### config.mk
export PLATFORM = sky130hd
export DESIGN_NAME = bp_update_sequencer
export DESIGN_NICKNAME = d
export VERILOG_FILES = /design/src/rtl/bp_pkg.sv /design/src/rtl/bp_inflight_fifo.sv /design/src/rtl/bp_update_sequencer.sv
export SDC_FILE = /design/constraint.sdc
export NUM_CORES = 1
export LEC_CHECK = 0
export CELL_PAD_IN_SITES_DETAIL_PLACEMENT = 1
export CELL_PAD_IN_SITES_GLOBAL_PLACEMENT = 1
export CORE_ASPECT_RATIO = 2
export CORE_MARGIN = 2
export CORE_UTILIZATION = 45
export CTS_BUF_LIST = sky130_fd_sc_hd__clkbuf_8
export DETAILED_ROUTE_END_ITERATION = 10
export GPL_TIMING_DRIVEN = 0
export PLACE_DENSITY = 0.95
export RECOVER_POWER = 100
export SYNTH_ARGS = -nofsm -noshare
export SYNTH_HDL_FRONTEND = slang
export SYNTH_SLANG_ARGS = --single-unit
### constraint.sdc
create_clock -name clk -period 3.05 [get_ports clk]
set_clock_uncertainty 0.1 [all_clocks]
set_input_delay 0.915 -clock clk [delete_from_list [all_inputs] [get_ports clk]]
set_output_delay 0.915 -clock clk [all_outputs]
set_load 0.03 [all_outputs]
### src/rtl/bp_pkg.sv
// bp_pkg: shared defaults and types for the branch-predictor update sequencer.
//   BP_IDX_W      default predictor table index width
//   BP_DEPTH      default number of in-flight branches tracked
//   bp_inflight_t queue entry {index, pred_taken}
//   bp_state_e    occupancy control state {EMPTY, TRACK, FULL}
package bp_pkg;

    localparam int unsigned BP_IDX_W = 8;
    localparam int unsigned BP_DEPTH = 4;

    typedef struct packed {
        logic [BP_IDX_W-1:0] index;
        logic                pred_taken;
    } bp_inflight_t;

    typedef enum logic [1:0] {
        EMPTY = 2'd0,
        TRACK = 2'd1,
        FULL  = 2'd2
    } bp_state_e;

endpackage

### src/rtl/bp_inflight_fifo.sv
// bp_inflight_fifo: circular queue of in-flight branch entries.
//   clk, rst_n   clock, asynchronous active-low reset
//   push, pop    already-qualified enqueue/dequeue strobes (caller guarantees
//                push never overflows and pop never underflows)
//   flush        discard all entries; pointers return to zero
//   wr_data      entry to enqueue
//   rd_data      head entry (combinational read of the read pointer)
//   count        occupancy, 0..DEPTH
//   full, empty  occupancy flags
module bp_inflight_fifo #(
    parameter int unsigned DEPTH = 4,
    parameter int unsigned WIDTH = 9
) (
    input  logic                       clk,
    input  logic                       rst_n,
    input  logic                       push,
    input  logic                       pop,
    input  logic                       flush,
    input  logic [WIDTH-1:0]           wr_data,
    output logic [WIDTH-1:0]           rd_data,
    output logic [$clog2(DEPTH+1)-1:0] count,
    output logic                       full,
    output logic                       empty
);

    localparam int unsigned PTR_W = (DEPTH > 1) ? $clog2(DEPTH) : 1;
    localparam int unsigned CNT_W = $clog2(DEPTH+1);

    logic [WIDTH-1:0] mem [DEPTH];
    logic [PTR_W-1:0] wr_ptr;
    logic [PTR_W-1:0] rd_ptr;

    // DEPTH is a power of two, so pointer wrap is the natural rollover.
    always_ff @(posedge clk) begin
        if (push) begin
            mem[wr_ptr] <= wr_data;
        end
    end

    always_ff @(posedge clk or negedge rst_n) begin
        if (!rst_n) begin
            wr_ptr <= '0;
            rd_ptr <= '0;
            count  <= '0;
        end else if (flush) begin
            wr_ptr <= '0;
            rd_ptr <= '0;
            count  <= '0;
        end else begin
            if (push) begin
                wr_ptr <= wr_ptr + 1'b1;
            end
            if (pop) begin
                rd_ptr <= rd_ptr + 1'b1;
            end
            if (push && !pop) begin
                count <= count + 1'b1;
            end else if (pop && !push) begin
                count <= count - 1'b1;
            end
        end
    end

    assign rd_data = mem[rd_ptr];
    assign full    = (count == CNT_W'(DEPTH));
    assign empty   = (count == '0);

endmodule

### src/rtl/bp_update_sequencer.sv
// bp_update_sequencer: tracks branches from DECODE until EXEC resolves them and
// issues one aligned update pulse per resolve to the 2-bit counter table.
//   clk, rst_n        clock, asynchronous active-low reset
//   d_is_branch       push request; d_fsm_index / d_pred_taken form the entry
//   x_resolve_valid   resolve the oldest in-flight branch; x_taken = outcome
//   x_flush           squash everything in flight (same-cycle resolve still done)
//   fsm_set           one-cycle update strobe, one cycle after the resolve
//   fsm_set_index     table entry to update; fsm_feedback = outcome to apply
//   x_mispredict      registered; outcome differs from stored prediction
//   stall             queue full (registered state only)
//   inflight_count    occupancy
//   err_sticky        overflow or underflow seen since reset
//   resolved_cnt      saturating count of fsm_set pulses
//   mispredict_cnt    saturating count of x_mispredict pulses
// Optional feature macro: BP_UPDATE_STATS_EN enables the two statistics
// counters; without it both ports read 0 and no counter flops exist.
module bp_update_sequencer
    import bp_pkg::*;
#(
    parameter int unsigned DEPTH = BP_DEPTH,
    parameter int unsigned IDX_W = BP_IDX_W
) (
    input  logic                       clk,
    input  logic                       rst_n,
    input  logic                       d_is_branch,
    input  logic [IDX_W-1:0]           d_fsm_index,
    input  logic                       d_pred_taken,
    input  logic                       x_resolve_valid,
    input  logic                       x_taken,
    input  logic                       x_flush,
    output logic                       fsm_set,
    output logic [IDX_W-1:0]           fsm_set_index,
    output logic                       fsm_feedback,
    output logic                       x_mispredict,
    output logic                       stall,
    output logic [$clog2(DEPTH+1)-1:0] inflight_count,
    output logic                       err_sticky,
    output logic [15:0]                resolved_cnt,
    output logic [15:0]                mispredict_cnt
);

    localparam int unsigned CNT_W = $clog2(DEPTH+1);

    bp_state_e      state;
    bp_state_e      state_next;
    logic           full;
    logic           empty;
    logic           push_ok;
    logic           pop_ok;
    logic           overflow;
    logic           underflow;
    logic [IDX_W:0] head;

    // A pop frees a slot in the same cycle, so a push into a full queue is
    // accepted when paired with a pop. A push during flush is dropped silently.
    assign pop_ok    = x_resolve_valid && !empty;
    assign push_ok   = d_is_branch && !x_flush && (!full || pop_ok);
    assign overflow  = d_is_branch && !x_flush && full && !pop_ok;
    assign underflow = x_resolve_valid && empty;

    bp_inflight_fifo #(
        .DEPTH (DEPTH),
        .WIDTH (IDX_W + 1)
    ) u_fifo (
        .clk     (clk),
        .rst_n   (rst_n),
        .push    (push_ok),
        .pop     (pop_ok),
        .flush   (x_flush),
        .wr_data ({d_fsm_index, d_pred_taken}),
        .rd_data (head),
        .count   (inflight_count),
        .full    (full),
        .empty   (empty)
    );

    always_ff @(posedge clk or negedge rst_n) begin
        if (!rst_n) begin
            state <= EMPTY;
        end else begin
            state <= state_next;
        end
    end

    always_comb begin
        state_next = state;
        if (x_flush) begin
            state_next = EMPTY;
        end else if (push_ok && !pop_ok) begin
            state_next = (inflight_count == CNT_W'(DEPTH - 1)) ? FULL : TRACK;
        end else if (pop_ok && !push_ok) begin
            state_next = (inflight_count == CNT_W'(1)) ? EMPTY : TRACK;
        end
    end

    assign stall = (state == FULL);

    always_ff @(posedge clk or negedge rst_n) begin
        if (!rst_n) begin
            fsm_set       <= 1'b0;
            fsm_set_index <= '0;
            fsm_feedback  <= 1'b0;
            x_mispredict  <= 1'b0;
            err_sticky    <= 1'b0;
        end else begin
            fsm_set      <= pop_ok;
            x_mispredict <= pop_ok && (x_taken != head[0]);
            if (pop_ok) begin
                fsm_set_index <= head[IDX_W:1];
                fsm_feedback  <= x_taken;
            end
            if (overflow || underflow) begin
                err_sticky <= 1'b1;
            end
        end
    end

`ifdef BP_UPDATE_STATS_EN
    always_ff @(posedge clk or negedge rst_n) begin
        if (!rst_n) begin
            resolved_cnt   <= '0;
            mispredict_cnt <= '0;
        end else begin
            if (fsm_set && (resolved_cnt != '1)) begin
                resolved_cnt <= resolved_cnt + 16'd1;
            end
            if (x_mispredict && (mispredict_cnt != '1)) begin
                mispredict_cnt <= mispredict_cnt + 16'd1;
            end
        end
    end
`else
    assign resolved_cnt   = '0;
    assign mispredict_cnt = '0;
`endif

endmodule

Yosys cells after proc, flatten, opt, wreduce, memory -nomap -nowiden:

Memory sizes are Yosys's and may differ from the RTL's.
Index checks and enable logic that the tools add are counted.

* RAM bits: 36
* bits in latches: 0
* register bits after elaboration: 21
* memories: 1
* ROM bits: 0

* shift operators: 0
* reduce and logical (&&, ||, !) cells: 20
* divide/modulo/power cells: 0
* equality and inequality tests: 5
* $mul: 0
* muxes and demuxes: 14
* order comparisons: 0
* bitwise logic cells: 0
* add/sub/neg operators: 4

Memory list
* u_fifo.mem: depth 4, width 9, rd ports 1, clocked after memory_dff 0, write ports 1, RTL line bp_inflight_fifo.sv:29 `logic [WIDTH-1:0] mem [DEPTH];`

Operators with widths (count)
* two-way mux 2 bit: 8
* logical AND 1 bit: 9
* two-way mux 3 bit: 3
* zero test 1 bit: 5
* adder 2 x 1 -> 2 bit, second input constant: 2
* nonzero test 2 bit: 2
* adder 3 x 1 -> 3 bit, second input constant: 1
* equality test 3 x 1 -> 1 bit, second input constant: 1
* equality test 3 x 2 -> 1 bit, second input constant: 1
* equality test 3 bit, second input constant: 1
* zero test 3 bit: 1
* two-way mux 1 bit: 3
* nonzero test 3 bit: 1
* subtractor 3 x 1 -> 3 bit, second input constant: 1
* equality test 2 bit, second input constant: 1
* logical OR 1 bit: 2
* != test 1 bit: 1

Depth between registers and ports, before layout:

* word-level depth: 10
* mapped depth: 8
* gate-level depth less buffers: 6

Cells and area by module:

A second synthesis with hierarchy kept.

* cells, all modules: 186
* area total of the unflattened synthesis: 2588.7 um^2

Modules (own cells, without submodules)
* bp_inflight_fifo: cells each 90, times used 1, seq. area each 1256.2 um^2, area each 1751.7 um^2
* bp_update_sequencer: cells each 96, times used 1, seq. area each 350.3 um^2, area each 837.1 um^2

Worst setup path after synthesis:

Ideal clock, no wire load.

* kind: input port to flip-flop
* start point: input x_flush
* end point: memory u_fifo.mem[0][0], enable pin
* data required time: 2.613 ns
* path slack: 0.749 ns
* path buffers: 1
* cell stages on the path: 4
* arrival: 1.864 ns
* cell sequence: buf_2 > and2b_2 > o31a_1 > and2_1

* longest elaborated chain between the ends: 5

RTL lines
* from (decl): RTL line bp_update_sequencer.sv:30 `input logic x_flush,`
* zero test 1 bit: RTL line bp_update_sequencer.sv:57 `assign push_ok = d_is_branch && !x_flush && (!full || pop_ok);`
* logical AND 1 bit (2 in series): RTL line bp_update_sequencer.sv:57
* two-way mux 1 bit: RTL line bp_inflight_fifo.sv:35 `if (push) begin`
* two-way mux 1 bit (implied by the code): RTL line bp_inflight_fifo.sv:36 `mem[wr_ptr] <= wr_data;`
* to (decl): RTL line bp_inflight_fifo.sv:29

No other way between the ends.

Worst setup path after layout:

* start point: input d_is_branch
* end point: memory u_fifo.mem[3][4], enable pin

* longest elaborated chain between the ends: 4

RTL lines
* from (decl): RTL line bp_update_sequencer.sv:25 `input logic d_is_branch,`
* logical AND 1 bit (2 in series): RTL line bp_update_sequencer.sv:57
* two-way mux 1 bit: RTL line bp_inflight_fifo.sv:35
* two-way mux 1 bit (implied by the code): RTL line bp_inflight_fifo.sv:36

No other way between the ends.

==> flow_metrics.py <==
metrics = {
    "placement": {
        "place_inst": 303,
        "io_buffer_count": 28,
        "dp_hpwl_um": 3760,
        "place_area_sq_um": 3190,
        "gp_congestion": 0.705,
        "place_ws_ps": 94.9,
    },
    "final_layout": {
        "n_antenna_cell": 0,
        "post-route-util": 0.576,
        "final_cells": 319,
        "final_cell_mix": "edfxtp_1, buf_4, conb_1",
        "drive_above_1_share": 0.262,
        "final_common_cell": "edfxtp_1",
        "design_area_sq_um": 3400,
        "area_delta_synth_final_pct": 25.5,
        "fin_nets": 275,
    },
    "sta": {
        "slew_violations": 0,
        "worst_slack_ps": 295,
        "whs_ps": 375,
        "setup_tns_ps": 0,
        "finalCritPeriodShare": 0.903,
        "fmax_mhz": 363,
        "slew_headroom": 0.328,
        "setup_viol": 0,
        "worst_pin_slew_ps": 1000,
        "finalHoldViolations": 0,
        "rsz0062_at_grt": "false",
        "period_needed_ps": 2760,
    },
    "pwr": {
        "seq_power_share": 0.370,
        "p_sw_frac": 0.336,
        "finalPower_mw": 2.79,
        "power_leakage_nw": 1.46,
        "internal-power_mw": 1.85,
        "power.density_nw_per_um2": 820,
        "clockPowerShare": 0.276,
        "comb_power_share": 0.354,
        "switchingPower_uw": 936,
        "irDropWorstVdd_v": 0.000523,
    },
    "min_path": {
        "min_path_type": "flip-flop to flip-flop",
        "holdPathEnd": "err_sticky$_DFFE_PN0P_",
        "min-delay-start": "err_sticky$_DFFE_PN0P_",
        "whs_path_depth": 1,
    },
    "route": {
        "drt_iter0_drc": 64,
        "vias_per_cell": 4.94,
        "drc": 4,
        "via_count": 1577,
        "drtPass1Iterations": 9,
        "wl_per_cell_um": 18.3,
        "wl_um": 5830,
        "drtAntennaViolNets": 0,
    },
    "floorplan": {
        "fp.dieH_um": 114,
        "fp.dieArea_sq_um": 6700,
        "fp-row-count": 40,
        "die_width_um": 58.9,
        "num_io_pins": 63,
        "start_util": 0.459,
        "core_sq_um": 5910,
    },
    "critical_path": {
        "crit_type": "primary input to flip-flop",
        "reg2reg_to": "fsm_set_index[3]$_DFFE_PN0P_",
        "timing.reg2reg.setup_slack_ps": 540,
        "worstPathArrival_ps": 2630,
        "startpoint_type": "primary input",
        "cp.required_ps": 2930,
        "cp-end-kind": "flip-flop",
        "r2r_cells": 7,
        "r2r-start": "u_fifo.count[1]$_DFFE_PN0P_",
        "crit_fanout": 9,
    },
    "clock_tree": {
        "hold_buffers": 0,
        "numCtsBuffers": 9,
        "cts_tree": "done",
        "h-tree-depth": 3,
        "cts.repair.resized": 0,
        "cts_max_path_buffers": 2,
        "path_clk_slew_ps": 60,
        "root_buffer": "clkbuf_8",
        "clock_latency_ps": 340,
        "cts.sinks": 57,
        "postCtsSetupBuffers": 0,
    },
    "yosys": {
        "ys_top_cells_by_area": "edfxtp_1, dfrtp_1, buf_4",
        "syn_area_per_cell_sq_um": 15.0,
        "synth_cells": 181,
        "ys_ff_latch": 57,
        "yosys.area.top_type_share": 0.399,
        "synth_cell_types": 34,
        "synth.cell_area_sq_um": 2710,
        "ys_seq_area_frac": 0.593,
        "yosysTopAreaCell": "edfxtp_1",
        "synth_warnings": 0,
    },
    "global_routing": {
        "grt_overflow_total": 0,
        "grt_max_degree": 22,
        "grt_pass1_wl_um": 8990,
        "grt_pass1_vias": 1686,
        "antenna_found_initial": 0,
        "grtUsageTotal": 0.192,
    },
    "run": {
        "maxCapViolations": 0,
    },
    "outcome": {
        "violations": "DRC",
        "status": "finished with violations",
    },
}
layer usage:
| layer | wire [um] | up-vias | global-route usage |
|---|---|---|---|
| met5 | 0 | - | 0 |
| met3 | 258 | 14 | 0.0533 |
| met1 | 2100 | 784 | 0.206 |
| met2 | 3330 | 46 | 0.340 |
| li1 | - | 733 | - |
| met4 | 140 | 0 | 0.0818 |
how the worst max path moves through the flow:
stage | start | endpoint | slack, ps | cells after the start
floorplan | x_flush | u_fifo.mem[0][0]$_DFFE_PP_ | 750 | 4
CTS | d_is_branch | u_fifo.mem[3][7]$_DFFE_PP_ | 440 | 4
global placement | d_is_branch | u_fifo.mem[0][8]$_DFFE_PP_ | 140 | 4
finish | d_is_branch | u_fifo.mem[3][4]$_DFFE_PP_ | 290 | 4
global route | d_is_branch | u_fifo.mem[0][2]$_DFFE_PP_ | 210 | 4
detailed placement | d_is_branch | u_fifo.mem[0][7]$_DFFE_PP_ | 90 | 4
flip-flops by register name (all words and copies together), names as in the netlist:
| signal | cells |
|---|---|
| err_sticky | 1 |
| x_mispredict | 1 |
| fsm_set | 1 |
| state | 2 |
| u_fifo.rd_ptr | 2 |
| u_fifo.count | 3 |
| fsm_set_index | 8 |
| u_fifo.mem | 36 |
| fsm_feedback | 1 |
| u_fifo.wr_ptr | 2 |
power by group through the flow:
stage	Sequential, mW	Clock (mW)	Combinational (mW)
2_1_floorplan	1.20	0	0.533
3_3_place_gp	1.03	0	0.969
3_5_place_dp	1.04	0	1.02
4_1_cts	1.04	0.786	1.04
5_1_grt	1.05	0.811	1.06
6_report	1.03	0.770	0.989
cell type report:
type | instances | area (sq um)
clock buffers | 10 | 138
multi-input cells | 106 | 890
clock inverters | 6 | 82.6
repair buffers | 28 | 280
plain buffers | 39 | 289
inverters | 10 | 37.5
fillers | 608 | 2500
well taps | 63 | 78.8
flip-flops and latches | 57 | 1610
critical path, stage by stage:
cell and delay, ps:
dlygate4sd3_1 620, and2b_1 280, o31a_1 320, and2_1 500
cells by family (layout without fill, tap and decap cells):
| kind of cell | Yosys count | count (layout) | synth area share |
|---|---|---|---|
| simple gates | 21 | 21 | 0.0406 |
| xor+xnor | 5 | 5 | 0.0162 |
| compound gates | 18 | 18 | 0.0558 |
| fa+ha+maj | 9 | 9 | 0.0415 |
| buf+inv | 49 | 93 | 0.122 |
| mux | 21 | 21 | 0.130 |
| flops | 57 | 57 | 0.593 |
| other cells | 1 | 32 | 0.00138 |
cell usage after synthesis, drive strengths merged:
master and instances:
buf 39, edfxtp 36, dfrtp 21, inv 10, ha 9, mux2 9
mux4 9, nor2 5, and2 4, nand2 4, a21oi 3, mux2i 3
nor2b 3, o21ai 3, o31ai 3, xnor2 3, nand3 2, o211ai 2
xor2 2, a2111o 1, a21boi 1, a21o 1, a221o 1, a221oi 1
and2b 1, and3 1, conb 1, nor3b 1, o311ai 1, o31a 1
Power figures use the tool's default switching activity.
